## src/rtl/clb_cfg_pkg.sv

```systemverilog
// clb_cfg_pkg
//   Shared definitions for the CLB configuration loader and for the CLB
//   wrapper that decodes the per-slot configuration frame.
//   Contents: loader state enum, framing constants (preamble, length-field
//   width, postamble length), the reset frame value and the bit offsets and
//   widths of every field inside a 37-bit frame.
package clb_cfg_pkg;

  typedef enum logic [2:0] {
    ST_HUNT  = 3'd0,
    ST_LEN   = 3'd1,
    ST_FRAME = 3'd2,
    ST_POST  = 3'd3,
    ST_DONE  = 3'd4,
    ST_ERR   = 3'd5
  } cfg_state_e;

  localparam int         CFG_W       = 37;
  localparam int         FRAME_BITS  = CFG_W + 1;   // data bits plus parity bit
  localparam logic [7:0] PREAMBLE    = 8'hF2;
  localparam int         LEN_W       = 16;
  localparam int         POST_LEN    = 4;
  localparam int         SHIFT_CNT_W = 6;           // counts up to FRAME_BITS-1

  localparam logic [CFG_W-1:0] CFG_DEFAULT = 37'h3_80A8_0116;

  // Frame field layout (LSB first)
  localparam int MEM_OFF         = 0;
  localparam int MEM_W           = 16;
  localparam int COMBOPTION_OFF  = 16;
  localparam int COMBOPTION_W    = 2;
  localparam int MUX2SEL_OFF     = 18;
  localparam int MUX3SEL_OFF     = 20;
  localparam int MUX4SEL_OFF     = 22;
  localparam int MUX5SEL_OFF     = 24;
  localparam int MUX6SEL_OFF     = 26;
  localparam int MUXSEL_W        = 2;
  localparam int O2M1_0_OFF      = 28;
  localparam int O2M2_0_OFF      = 29;
  localparam int O2M3_0_OFF      = 30;
  localparam int O2M1_1_OFF      = 31;
  localparam int O2M2_1_OFF      = 32;
  localparam int O2M3_1_OFF      = 33;
  localparam int DQMUX1_OFF      = 34;
  localparam int DQMUX2_OFF      = 35;
  localparam int FLOPORLATCH_OFF = 36;

endpackage

```

## src/rtl/clb_cfg_shifter.sv

```systemverilog
// clb_cfg_shifter
//   Serial-in shift path with running parity and accepted-bit counter.
//   data_o presents the W most recent bits including the bit on din_i this
//   cycle, so the caller can act on a complete word in the same cycle that
//   its last bit is accepted. Only W-1 bits need storage for that.
// Ports:
//   clk_i, rst_ni : clock, asynchronous active-low reset
//   clr_i         : synchronous clear of window, parity and counter
//   en_i          : accept din_i this cycle
//   din_i         : serial bit
//   data_o        : {stored bits, din_i}, newest bit at LSB
//   par_o         : XOR of all accepted bits since clear, including din_i
//   cnt_o         : number of bits accepted since clear (wraps)
module clb_cfg_shifter
  import clb_cfg_pkg::*;
#(
  parameter int W     = FRAME_BITS,
  parameter int CNT_W = SHIFT_CNT_W
) (
  input  logic             clk_i,
  input  logic             rst_ni,
  input  logic             clr_i,
  input  logic             en_i,
  input  logic             din_i,
  output logic [W-1:0]     data_o,
  output logic             par_o,
  output logic [CNT_W-1:0] cnt_o
);

  logic [W-2:0]     sr_q;
  logic             par_q;
  logic [CNT_W-1:0] cnt_q;

  assign data_o = {sr_q, din_i};
  assign par_o  = par_q ^ din_i;
  assign cnt_o  = cnt_q;

  always_ff @(posedge clk_i or negedge rst_ni) begin
    if (!rst_ni) begin
      sr_q  <= '0;
      par_q <= 1'b0;
      cnt_q <= '0;
    end else if (clr_i) begin
      sr_q  <= '0;
      par_q <= 1'b0;
      cnt_q <= '0;
    end else if (en_i) begin
      sr_q  <= data_o[W-2:0];
      par_q <= par_o;
      cnt_q <= cnt_q + CNT_W'(1);
    end
  end

endmodule

```

## src/rtl/clb_cfg_loader.sv

```systemverilog
// clb_cfg_loader
//   Serial configuration controller for the CLB array. Hunts for the
//   preamble, checks the slot-count field, loads one parity-protected frame
//   per CLB slot and checks the all-ones postamble.
// Ports:
//   K        : clock
//   RST_N    : asynchronous active-low reset (slots return to CFG_DEFAULT)
//   DIN      : serial configuration bit, MSB first
//   DVALID   : DIN valid this cycle
//   RESTART  : synchronous abort, back to preamble hunt, slots kept
//   CFG      : flat slot bus, slot i at [i*CFG_W +: CFG_W]
//   CFG_STB  : one-cycle pulse when a slot is written
//   CFG_IDX  : slot index written, valid with CFG_STB
//   BUSY     : load in progress (preamble seen, not yet DONE/ERR)
//   DONE     : sticky, load completed
//   ERR      : sticky, bitstream rejected
module clb_cfg_loader #(
  parameter  int NCLB  = 4,
  parameter  int CFG_W = 37,
  localparam int IDX_W = (NCLB > 1) ? $clog2(NCLB) : 1
) (
  input  logic                  K,
  input  logic                  RST_N,
  input  logic                  DIN,
  input  logic                  DVALID,
  input  logic                  RESTART,
  output logic [NCLB*CFG_W-1:0] CFG,
  output logic                  CFG_STB,
  output logic [IDX_W-1:0]      CFG_IDX,
  output logic                  BUSY,
  output logic                  DONE,
  output logic                  ERR
);
  import clb_cfg_pkg::*;

  localparam int FRAME_W = CFG_W + 1;

  cfg_state_e             state_q, state_d;
  logic [IDX_W-1:0]       idx_q, idx_d;
  logic                   stb_q, stb_d;
  logic [IDX_W-1:0]       cfg_idx_q;
  logic [CFG_W-1:0]       slot_q [NCLB];

  logic                   sh_clr, sh_en, wr_en;
  logic [FRAME_W-1:0]     sh_data;
  logic                   sh_par;
  logic [SHIFT_CNT_W-1:0] sh_cnt;

  // The same shift path serves as the 8-bit preamble window (low byte),
  // the 16-bit length field and the 38-bit frame.
  clb_cfg_shifter #(
    .W     (FRAME_W),
    .CNT_W (SHIFT_CNT_W)
  ) u_shifter (
    .clk_i  (K),
    .rst_ni (RST_N),
    .clr_i  (sh_clr),
    .en_i   (sh_en),
    .din_i  (DIN),
    .data_o (sh_data),
    .par_o  (sh_par),
    .cnt_o  (sh_cnt)
  );

  always_comb begin
    state_d = state_q;
    idx_d   = idx_q;
    stb_d   = 1'b0;
    sh_clr  = 1'b0;
    sh_en   = 1'b0;
    wr_en   = 1'b0;
    if (RESTART) begin
      // Abort wins over a simultaneous valid bit; that bit is dropped.
      state_d = ST_HUNT;
      idx_d   = '0;
      sh_clr  = 1'b1;
    end else if (DVALID) begin
      case (state_q)
        ST_HUNT: begin
          sh_en = 1'b1;
          if (sh_data[7:0] == PREAMBLE) begin
            state_d = ST_LEN;
            sh_clr  = 1'b1;
          end
        end
        ST_LEN: begin
          sh_en = 1'b1;
          if (sh_cnt == SHIFT_CNT_W'(LEN_W - 1)) begin
            sh_clr = 1'b1;
            if (sh_data[LEN_W-1:0] == LEN_W'(NCLB)) begin
              state_d = ST_FRAME;
              idx_d   = '0;
            end else begin
              state_d = ST_ERR;
            end
          end
        end
        ST_FRAME: begin
          sh_en = 1'b1;
          if (sh_cnt == SHIFT_CNT_W'(FRAME_W - 1)) begin
            sh_clr = 1'b1;
            // sh_par is the XOR over all 38 bits; odd count means bad frame.
            if (sh_par) begin
              state_d = ST_ERR;
            end else begin
              wr_en = 1'b1;
              stb_d = 1'b1;
              if (idx_q == IDX_W'(NCLB - 1)) begin
                state_d = ST_POST;
              end else begin
                idx_d = idx_q + IDX_W'(1);
              end
            end
          end
        end
        ST_POST: begin
          sh_en = 1'b1;
          if (!DIN) begin
            state_d = ST_ERR;
          end else if (sh_cnt == SHIFT_CNT_W'(POST_LEN - 1)) begin
            state_d = ST_DONE;
          end
        end
        default: ;
      endcase
    end
  end

  always_ff @(posedge K or negedge RST_N) begin
    if (!RST_N) begin
      state_q   <= ST_HUNT;
      idx_q     <= '0;
      stb_q     <= 1'b0;
      cfg_idx_q <= '0;
    end else begin
      state_q <= state_d;
      idx_q   <= idx_d;
      stb_q   <= stb_d;
      if (wr_en) begin
        cfg_idx_q <= idx_q;
      end
    end
  end

  // Slot register file: reset restores the default frame, RESTART does not.
  always_ff @(posedge K or negedge RST_N) begin
    if (!RST_N) begin
      for (int i = 0; i < NCLB; i++) begin
        slot_q[i] <= CFG_W'(CFG_DEFAULT);
      end
    end else if (wr_en) begin
      slot_q[idx_q] <= sh_data[FRAME_W-1:1];
    end
  end

  for (genvar g = 0; g < NCLB; g++) begin : g_cfg
    assign CFG[g*CFG_W +: CFG_W] = slot_q[g];
  end

  assign CFG_STB = stb_q;
  assign CFG_IDX = cfg_idx_q;
  assign BUSY    = (state_q == ST_LEN) || (state_q == ST_FRAME) || (state_q == ST_POST);
  assign DONE    = (state_q == ST_DONE);
  assign ERR     = (state_q == ST_ERR);

endmodule
```

## config.mk

```make
export PLATFORM = sky130hd
export DESIGN_NAME = clb_cfg_loader
export DESIGN_NICKNAME = d
export VERILOG_FILES = /design/src/rtl/clb_cfg_pkg.sv /design/src/rtl/clb_cfg_shifter.sv /design/src/rtl/clb_cfg_loader.sv
export SDC_FILE = /design/constraint.sdc
export NUM_CORES = 1
export LEC_CHECK = 0
export CORE_MARGIN = 3
export CORE_UTILIZATION = 54
export CTS_BUF_LIST = sky130_fd_sc_hd__clkbuf_8
export DETAILED_ROUTE_END_ITERATION = 8
export GPL_TIMING_DRIVEN = 1
export PLACE_DENSITY = 0.82
export SLEW_MARGIN = 30
export SYNTH_ARGS = -nofsm -noshare
export SYNTH_HDL_FRONTEND = slang
export SYNTH_SLANG_ARGS = --single-unit
export TNS_END_PERCENT = 100
```

## constraint.sdc

```tcl
create_clock -name K -period 3.3 [get_ports K]
set_input_delay 0.495 -clock K [delete_from_list [all_inputs] [get_ports K]]
set_output_delay 0.495 -clock K [all_outputs]
set_load 0.005 [all_outputs]
```

==> results.toml <==
[floorplan]
dieArea_um2 = 17100
fp.dieW_um = 131
start_util = 0.565
pin_count = 159
core-area_um2 = 14900
num_rows = 44
die_y_um = 131

[pwr]
worst_ir_drop_vdd_mv = 0.274
p_per_area_nw_per_um2 = 400
power_leakage_nw = 4.70

[routing]
drtPass1Iterations = 6
wirelength_um = 19500
initialDrtViolationCount = 457
ant_nets = 0
via_count = 5676
remaining_drc_errors = 0
wl_per_cell_um = 20.2
viasPerCell = 5.88

[clock_network]
cts_buffers = 17
clk_latency_ns = 0.46
ctsHoldBuffers = 0
cts_buffer_depth = 2
post-cts-setup-buffer-count = 0
cts-root-buf = "clkbuf_8"
cts_max_level = 4
clkSlewWorstSetupHoldPaths_ns = 0.09
clock-sinks = 200
cts_resized = 0
cts_tree = "yes"

[global_route]
grt_pass1_wl_um = 31200
grt_max_degree = 110
antenna_found_initial = 0
grt_remaining_overflow = 0
grt_use_total = 0.237
grt_pass1_vias = 5952

[critical_path]
timing_worst_setup_path_type = "reg -> reg"
start_kind = "flip-flop"
r2r_end = "CFG[108]"
crit_chain = "or3b_4 > or2_2 > nor4b_4 > nand2_2 > buf_4 > mux2_2"
rr_worst_depth = 6
worstSetupEndpointType = "flip-flop"
slowest_stage = "nor4b_4"
r2r_slack_ns = 0.56
critPathRequiredTime_ns = 3.65
arrival_ns = 3.08
r2r-start = "state_q[0]"
slowest_delay_ns = 0.51
crit_family = "simple AND/OR/NAND/NOR gates"
critPathMaxFanout = 37
crit_buf_inv = 1

[layout]
post_route_cells_drive_above_1_share = 0.319
nets = 779
area_growth_syn_to_layout_pct = 24.1
num_antenna_cells = 0

[sta]
worst_slew_pin_slew_ns = 0.986
fmax_ghz = 0.365
rsz0062_at_grt = "no"
relSlewSlack = 0.340
timing.final.crit_share = 0.829
min_period_ns = 2.74
finalSetupViolCount = 0
setup_tns_ns = 0
clock_skew_ns = 0.0121
hold_slack_ns = 0.138
slew_viol_final = 0
finalHoldViolations = 0

[synthesis]
synthFlopType = "dfrtp_1"
syn_inst = 624
synth_area_leaders = "dfrtp_1 (48%), mux2_2 (20%), dfstp_2 (13%), nand4_1 (2.8%), a21oi_1 (2.5%)"
synth_seq_area_share = 0.602
synth_top_area_share = 0.477
syn_avg_cell_area_um2 = 13.4
yosysWarnings = 0
syn_area_um2 = 8390
synth-async-reset-ratio = 1.00
synth_nets = 635
synth_edf_count = 0
synth_top_area_cell = "dfrtp_1"
ys_seq_elements = 200
yosysUniqueCellTypes = 47

[hold_path]
hp-class = "in -> async"

[placement]
dp_hpwl_um = 13000
routabilityCongestion = 0.875
portBuffers = 158

[job]
cap_violations = 0

[outcome]
outcome = "finished clean"
==> report_power, final <==
part	internal [mW]	leakage (nW)	switching, mW	total, mW
clock network	0.788	0.228	0.801	1.59
logic	0.0233	1.82	0.0879	0.111
registers	2.46	2.65	0.00736	2.46
==> metrics by stage <==
step                      cells  instance area (um^2)  utilization  setup WS (ns)  power, mW
after global placement      933                 10000        0.673          0.496       2.62
after floorplan             624                  8390            -          0.862       2.55
after global routing        965                 10400        0.701          0.448       4.31
after CTS                   965                 10400        0.701          0.571       4.20
after detailed placement    933                 10000        0.673          0.431       2.62
final                       965                 10400        0.701          0.563       4.16
==> per-layer routing <==
metal  global-route usage  part of all wire  vias to the layer above
li1                     -                 -                     2518
met1                0.314              0.41                     2915
met2                0.376              0.50                      212
met3               0.0687             0.072                       31
met4               0.0859             0.016                        0
met5                    0                 0                        -
==> Yosys cell counts, types with 2 or more instances <==
cell       count
nand2_1       47
nand2_2        4
a31oi_1        2
ha_1           6
o2bb2ai_1      2
mux2_2       150
nand4_1       38
a21oi_1       42
o21ai_0        6
or2_2          2
dfrtp_1      160
nor4b_1        3
nor3_1         7
dfstp_2       40
nand2b_1       3
nor4_1         5
o31ai_1        4
and2_1         2
nor2b_1        2
buf_6         13
nand3_1       14
inv_1          7
bufbuf_8       4
nor3b_1        3
nor2_1        11
buf_4          3
buf_1          4
clkbuf_1      21
==> area by class of cell <==
type,instances,area (um^2)
clock inverters,9,97.6
clock buffers,23,317
repair buffers,172,1710
fillers,1001,4450
multi-input cells,370,2980
well taps,184,230
inverters,7,26.3
flip-flops and latches,200,5050
==> cells by family after synthesis <==
logic type	share of synthesized area
compound gates	0.0417
xor+xnor	0.00104
fa+ha+maj	0.00895
buf+inv	0.0449
flops	0.602
mux	0.202
simple gates	0.0986
==> worst max path at each step <==
stage,cells past startpoint,to,from
2_1_floorplan,7,CFG[100],state_q[1]
3_3_place_gp,7,CFG[88],DIN
3_5_place_dp,7,CFG[81],DIN
4_1_cts,6,CFG[102],state_q[0]
5_1_grt,6,CFG[103],state_q[0]
6_report,6,CFG[108],state_q[0]
==> cells in the final DEF, fill, tap and decap left out, types with 2 or more instances in the layout <==
master | netlist | layout
a21oi_1 | 42 | 42
a31oi_1 | 2 | 2
and2_1 | 2 | 2
buf_12 | 0 | 2
buf_4 | 3 | 12
bufinv_16 | 0 | 2
clkbuf_8 | 0 | 24
clkdlybuf4s50_1 | 0 | 156
dfrtp_1 | 160 | 160
dfstp_2 | 40 | 40
ha_1 | 6 | 6
inv_1 | 7 | 11
mux2_2 | 150 | 150
nand2_1 | 47 | 46
nand2_2 | 4 | 5
nand2b_1 | 3 | 3
nand3_1 | 14 | 14
nand4_1 | 38 | 38
nor2_1 | 11 | 11
nor3_1 | 7 | 7
nor3b_1 | 3 | 3
nor4_1 | 5 | 5
nor4b_1 | 3 | 3
o21ai_0 | 6 | 6
o2bb2ai_1 | 2 | 2
o31ai_1 | 4 | 4
or2_2 | 2 | 2
==> flip-flops by register name, summed over array words and instances (netlist names) <==
| name | count |
|---|---|
| CFG_STB | 1 |
| CFG | 148 |
| u_shifter.par_q | 1 |
| u_shifter.cnt_o | 6 |
| state_q | 3 |
| idx_q | 2 |
| u_shifter.sr_q | 37 |
| CFG_IDX | 2 |
No activity file was read; power rests on OpenSTA's default activity.
